<file path="src/rtl/if_stage.sv">
// ---------------------------------------------------------------------------
// if_stage -- instruction fetch stage with a one-entry output register.
//
// Holds the program counter and presents it to instruction memory. The
// memory responds combinationally, and the returned word is captured into
// the id_* register together with its address. The id_* register only
// advances when it is empty or is consumed by decode in the same cycle, so a
// stalled decode never loses or repeats an instruction. A redirect
// (branch/jump) overrides everything else. It reloads the PC and flushes the
// id_* register, which leaves a single bubble.
//
// Parameters
//   RESET_PC        word-aligned PC loaded while reset is asserted
//   NOP_INSTR       value shown on id_instr whenever id_valid is 0
//
// Ports
//   clk             rising-edge clock
//   rst_n           asynchronous active-low reset
//   imem_addr  [31:0] out  byte address to instruction memory (= PC register)
//   imem_instr [31:0] in   instruction word for imem_addr (combinational)
//   fetch_en        in   1 = new fetches permitted
//   redirect_valid  in   one-cycle PC change request
//   redirect_pc [31:0] in  redirect target; low two bits are dropped
//   id_ready        in   decode accepts id_* this cycle
//   id_valid        out  id_pc/id_instr hold a fetched instruction
//   id_pc      [31:0] out  byte address of id_instr
//   id_instr   [31:0] out  fetched instruction
//   fetch_err       out  sticky: a misaligned redirect was seen
//   fetch_count [31:0] out  number of id_valid && id_ready handshakes
// ---------------------------------------------------------------------------
module if_stage #(
    parameter logic [31:0] RESET_PC  = 32'h0000_0000,
    parameter logic [31:0] NOP_INSTR = 32'h0000_0013
) (
    input  logic        clk,
    input  logic        rst_n,
    output logic [31:0] imem_addr,
    input  logic [31:0] imem_instr,
    input  logic        fetch_en,
    input  logic        redirect_valid,
    input  logic [31:0] redirect_pc,
    input  logic        id_ready,
    output logic        id_valid,
    output logic [31:0] id_pc,
    output logic [31:0] id_instr,
    output logic        fetch_err,
    output logic [31:0] fetch_count
);

    logic [31:0] pc_reg,          pc_next;
    logic        id_valid_reg,    id_valid_next;
    logic [31:0] id_pc_reg,       id_pc_next;
    logic [31:0] id_instr_reg,    id_instr_next;
    logic        fetch_err_reg,   fetch_err_next;
    logic [31:0] fetch_count_reg, fetch_count_next;

    logic fire;
    logic load;

    // The output register can take a new word when it is empty or is being
    // drained this cycle. A redirect suppresses the load because the word
    // currently on imem_instr belongs to the abandoned path.
    assign fire = id_valid_reg && id_ready;
    assign load = (!id_valid_reg || id_ready) && fetch_en && !redirect_valid;

    always_comb begin
        pc_next          = pc_reg;
        id_valid_next    = id_valid_reg;
        id_pc_next       = id_pc_reg;
        id_instr_next    = id_instr_reg;
        fetch_err_next   = fetch_err_reg;
        // Counts every handshake, including one that coincides with a
        // redirect: the consumer did take that instruction.
        fetch_count_next = fire ? fetch_count_reg + 32'd1 : fetch_count_reg;

        if (redirect_valid) begin
            pc_next       = {redirect_pc[31:2], 2'b00};
            id_valid_next = 1'b0;
            id_instr_next = NOP_INSTR;
            if (redirect_pc[1:0] != 2'b00) begin
                fetch_err_next = 1'b1;
            end
        end else if (load) begin
            id_instr_next = imem_instr;
            id_pc_next    = pc_reg;
            id_valid_next = 1'b1;
            // Natural 32-bit wrap: 0xFFFFFFFC + 4 = 0x00000000.
            pc_next       = pc_reg + 32'd4;
        end else if (fire) begin
            // Consumed while fetching is disabled: the register empties and
            // the PC stays put so fetching later resumes where it stopped.
            id_valid_next = 1'b0;
            id_instr_next = NOP_INSTR;
        end
    end

    always_ff @(posedge clk or negedge rst_n) begin
        if (!rst_n) begin
            pc_reg          <= RESET_PC;
            id_valid_reg    <= 1'b0;
            id_pc_reg       <= 32'h0000_0000;
            id_instr_reg    <= NOP_INSTR;
            fetch_err_reg   <= 1'b0;
            fetch_count_reg <= 32'h0000_0000;
        end else begin
            pc_reg          <= pc_next;
            id_valid_reg    <= id_valid_next;
            id_pc_reg       <= id_pc_next;
            id_instr_reg    <= id_instr_next;
            fetch_err_reg   <= fetch_err_next;
            fetch_count_reg <= fetch_count_next;
        end
    end

    // imem_addr comes straight from the PC register. Because of this, no
    // control input has a combinational path to the memory address.
    assign imem_addr   = pc_reg;
    assign id_valid    = id_valid_reg;
    assign id_pc       = id_pc_reg;
    assign id_instr    = id_instr_reg;
    assign fetch_err   = fetch_err_reg;
    assign fetch_count = fetch_count_reg;

endmodule
</file>
<file path="config.mk">
export PLATFORM = sky130hd
export DESIGN_NAME = if_stage
export DESIGN_NICKNAME = d
export VERILOG_FILES = /design/src/rtl/if_stage.sv
export SDC_FILE = /design/constraint.sdc
export NUM_CORES = 1
export LEC_CHECK = 0
export BUFFER_PORTS_ARGS = -buffer_cell sky130_fd_sc_hd__buf_4
export CAP_MARGIN = 30
export CORE_UTILIZATION = 35
export CTS_CLUSTER_SIZE = 28
export DETAILED_ROUTE_END_ITERATION = 10
export RECOVER_POWER = 100
export SLEW_MARGIN = 20
export SYNTH_ARGS = -nofsm -noshare
export SYNTH_HDL_FRONTEND = slang
export SYNTH_SLANG_ARGS = --single-unit
export TNS_END_PERCENT = 1
</file>
<file path="constraint.sdc">
create_clock -name clk -period 2.1 [get_ports clk]
set_input_delay 0.42 -clock clk [delete_from_list [all_inputs] [get_ports clk]]
set_output_delay 0.42 -clock clk [all_outputs]
set_load 0.05 [all_outputs]
</file>
Word-level counts from Yosys, hierarchy flattened
Cells that the tools add are included.
{"block": "classes", "magnitude_cmp": 0, "n_reduce_logical": 11, "n_div": 0, "n_mul": 0, "add_sub_neg": 2, "bitwise_logic": 1, "eq_ne": 0, "mux": 8, "n_shift": 0}
{"cell": "$mux W32", "count": 5}
{"cell": "$add A32 B1 Y32 const B", "count": 1}
{"cell": "$add A32 B3 Y32 const B", "count": 1}
{"cell": "$reduce_and A2 Y1", "count": 2}
{"cell": "$reduce_bool A2 Y1", "count": 2}
{"cell": "$logic_and A1 B1 Y1", "count": 3}
{"cell": "$mux W1", "count": 3}
{"cell": "$reduce_bool A3 Y1", "count": 1}
{"cell": "$logic_not A1 Y1", "count": 2}
{"cell": "$logic_or A1 B1 Y1", "count": 1}
{"cell": "$not A1 Y1", "count": 1}
{"block": "word_totals", "latch_bits": 0, "in_bits": 69, "output_inout_bits": 130, "elab_cells": 28, "ram_bits": 0, "mem_bits_ro": 0, "mem_count": 0, "register_bits": 130}

Logic depth before layout (Yosys ltp)
{"block": "logic_depth", "depth_word": 6, "depth_mapped": 7, "depth_no_buf": 5}

Worst setup path before layout
Ideal clock, no wire load.
{"block": "synth_path", "kind": "register to register", "from": "reg id_valid_reg, in the netlist id_valid", "to": "reg fetch_count_reg[16], in the netlist fetch_count[16]", "stages_incl_launch_ff": 7, "required_ps": 1958, "setup_ps": 142, "arrival_time_ps": 1766, "setup_slack_ps": 192, "synth_period_minus_slack_ps": 1908, "n_path_buf": 1, "path_cell_list": "dfrtp_1 > and2_1 > buf_2 > nand4_2 > nor3_2 > nand3_1 > xnor2_1"}
{"block": "synth_via", "elab_chain_len": 1}
{"item": "from (decl)", "line": "51", "source": "logic id_valid_reg, id_valid_next;"}
{"item": "from (signal assigned)", "line": "107", "source": "id_valid_reg <= id_valid_next;"}
{"item": "$logic_and A1 B1 Y1", "line": "63", "source": "assign fire = id_valid_reg && id_ready;"}
{"item": "to (signal assigned)", "line": "111", "source": "fetch_count_reg <= fetch_count_next;"}
{"item": "to (decl)", "line": "55", "source": "logic [31:0] fetch_count_reg, fetch_count_next;"}
Every way passes these cells.
A chain may end at the register's enable or synchronous reset.

Worst setup path after layout
{"block": "layout_path", "from": "reg id_valid_reg, in the netlist id_valid", "to": "reg id_instr_reg[22], in the netlist id_instr[22]"}
{"block": "layout_via", "elab_chain_len": 6, "word_cells_on_any_way": 8, "cone_classes": "mux (2); reduce/logical (6)"}
{"item": "$logic_not A1 Y1", "line": "64", "source": "assign load = (!id_valid_reg || id_ready) && fetch_en && !redirect_valid;"}
{"item": "$logic_or A1 B1 Y1", "line": "64"}
{"item": "$logic_and A1 B1 Y1 (2 in series)", "line": "64"}
{"item": "$mux W32", "line": "83", "source": "end else if (load) begin"}
{"item": "$mux W32", "line": "76", "source": "if (redirect_valid) begin"}
{"item": "to (signal assigned)", "line": "109", "source": "id_instr_reg <= id_instr_next;"}
{"item": "to (decl)", "line": "53", "source": "logic [31:0] id_instr_reg, id_instr_next;"}
Several ways; a longest one is shown, not always the timed one.

==> reports/qor.csv <==
stage;metric;value;unit
sta;finalCriticalPeriod;1.92;ns
cells_and_area;synthToLayoutAreaGrowth;33.4;%
setup_path;worst_path_dominant_cell_family;buffers and inverters;
logic_synthesis;synthCells;534;
cells_and_area;mostFrequentLayoutCells;nand2_1, clkbuf_1, dfrtp_1;
setup_path;crit_path_end_kind;flop;
cells_and_area;final_cell_count_no_fill;957;
clocking;cts_tree;yes;
logic_synthesis;synthTopCellsByArea;dfrtp_1, nand2_1, xor2_1;
logic_synthesis;synth_top_area_share;55.4;%
clocking;htreeDepth;4;
clocking;numCtsBuffers;17;
floorplan;pin_count;199;
sta;fin_tns_setup;0;ns
sta;skew;0.00744;ns
setup_path;required;2.45;ns
logic_synthesis;synthFlopType;dfrtp_1;
power_and_ir_drop;p_total;7.69;mW
sta;worstMarginPinSlew;1.36;ns
routing;via_count;4605;
floorplan;die_y;128;microns
logic_synthesis;async_flop_share;100;%
cells_and_area;diodes;0;
place;globalplace.congestion;0.836;
logic_synthesis;ys_seq_area_share;56.8;%
routing;antenna_left;0;
routing;wl;15200;microns
setup_path;cp_slowest_cell;buf_2;
sta;timing.fmax;520;MHz
setup_path;r2r_slack;0.18;ns
setup_path;r2r_cells;5;
routing;drc;0;
worst_hold_path;min-delay-start;redirect_pc[29];
cells_and_area;layout_commonest_cell;nand2_1;
global_routing;grt_pass1_vias;4624;
global_routing;antenna_found_initial;0;
place;dpl.hpwl;11000;microns
global_routing;grt_pass1_wl;24100;microns
cells_and_area;fin_nets;804;
clocking;cts.sinks;126;
worst_hold_path;whs_endpoint;imem_addr[29];
job;max_cap_violations;0;
clocking;root_buffer;clkbuf_16;
setup_path;arrival;2.28;ns
logic_synthesis;synth_cell_types;44;
floorplan;die_w;128;microns
setup_path;crit_type;reg2reg;
sta;finalSetupViolations;0;
power_and_ir_drop;power-per-cell-area;1040;nW/um^2
sta;rsz0062_at_grt;no;
floorplan;num_rows;45;
clocking;insertion_delay;0.42;ns
logic_synthesis;synth_seq_cells;126;
logic_synthesis;synth_largest_area_cell;dfrtp_1;
power_and_ir_drop;p_leak;3.43;nW
setup_path;max_stage_delay;0.49;ns
clocking;clk_path_buf_depth;2;
worst_hold_path;hold_depth;3;
clocking;clkTransAtPathRegs;0.06;ns
place;dp.cells;924;
logic_synthesis;synth-edff-count;0;
setup_path;r2r_start;id_valid;
setup_path;r2r_end;id_instr[22];
global_routing;grt_overflow;0;
global_routing;grt.total_usage;19.5;%
logic_synthesis;ys_warn_count;0;
routing;drt_first_pass_iters;4;
routing;drtIter0Drc;299;
setup_path;start_kind;flop;
worst_hold_path;min_path_type;in2reg;
routing;avgViaCountPerCell;4.81;
global_routing;grt_max_degree;51;
routing;avgRoutedWirePerCell;15.9;microns
status;outcome;complete, no violations;
place;port_buffers;194;
setup_path;cp.buffers_inverters;2;
power_and_ir_drop;peakVddDrop;0.558;mV
cells_and_area;final_core_util;48.2;%
setup_path;path_cells;and2_0 > clkbuf_1 > nor3_2 > buf_2 > a22o_1;
cells_and_area;drive_above_1_share;17.4;%
sta;drv_slew;0;
floorplan;start_util;36.1;%
logic_synthesis;avgSynthCellArea;10.4;sq um
sta;fin_crit_sh;91.6;%
floorplan;core;15400;sq um
floorplan;die_area;16400;sq um
setup_path;cp_max_fo;29;
clocking;post_cts_buffers;0;
sta;hold_viol;0;
sta;slew_headroom;9.36;%
logic_synthesis;syn-cell-area;5560;sq um
cells_and_area;fillers;1552;
## through the flow
step / hold WS (ns) / setup slack (ns) / area (sq um)
after global routing: 0.196 / 0.0353 / 7410
final: 0.210 / 0.176 / 7410
after floorplan: 0.124 / 0.192 / 5570
after CTS: 0.198 / 0.181 / 7920
after global placement: 0.404 / 0.236 / 7270
after detailed placement: 0.411 / 0.134 / 7270
## synth_stat cells (all sizes together), types with 4 or more instances
cell / instances
clkbuf: 11
nor3: 10
and3: 9
xor2: 32
and2: 4
buf: 19
dfrtp: 123
nand3: 24
o21ai: 32
nand2: 137
nand4: 19
xnor2: 26
nor2: 17
a22o: 29
inv: 10
## metal layers
metal / routed length, microns / share of wire [%] / GRT usage [%] / up-vias
met4: 284 / 1.9 / 8.51 / 0
li1: - / - / - / 2194
met2: 7200 / 47 / 30.4 / 150
met1: 6860 / 45 / 25.6 / 2240
met3: 892 / 5.9 / 5.22 / 21
met5: 0 / 0 / 0 / -
## kinds of logic (layout without fill, tap and decap cells)
kind of cell	Yosys count	after routing	synth area share [%]
and+or+nand+nor	237	237	21.2
DFF	126	126	56.8
AOI/OAI and AO/OA	67	67	8.31
xor gates and xnor gates	58	58	9.14
buffers and inverters	40	249	3.42
muxes	3	3	0.585
adders and majority gates	2	2	0.450
other	1	4	0.0675
## report_power, final
part,internal [mW],leakage [nW],switching (mW)
Sequential,2.67,1.61,0.232
Combinational,0.364,1.52,1.29
Clock,2.05,0.303,1.08
## cell type report
class	instances	area (sq um)	share of cell area, %
clock buffers	23	508	6.85
clock inverters	9	130	1.76
inverters	10	37.5	0.506
multi-input cells	371	2220	29.9
flip-flops and latches	126	3160	42.6
well taps	211	264	3.56
repair buffers	207	1100	14.8
## worst register-to-register path: cells and delay by family, from the launching register on
| family | cells | cell delay (ns) |
|---|---|---|
| AOI/OAI and AO/OA | 1 | 0.25 |
| buffers and inverters | 2 | 0.73 |
| DFF | 1 | 0.40 |
| and+or+nand+nor | 2 | 0.48 |
## timing repair
action	4_1_cts	5_1_grt
resized for setup	0	0
endpoints found under the hold margin	47	0
hold buffers	1	0
## how the worst max path moves through the flow
| stage | slack [ns] | startpoint | depth (start not counted) | end |
|---|---|---|---|---|
| after floorplan | 0.19 | id_valid | 6 | fetch_count[16] |
| final | 0.18 | id_valid | 5 | id_instr[22] |
| after detailed placement | 0.13 | id_ready | 5 | id_pc[29] |
| after global placement | 0.24 | id_ready | 5 | id_instr[0] |
| after CTS | 0.18 | imem_addr[5] | 6 | imem_addr[28] |
| after global routing | 0.04 | id_valid | 5 | id_instr[29] |
No activity file was read; power rests on OpenSTA's default activity.
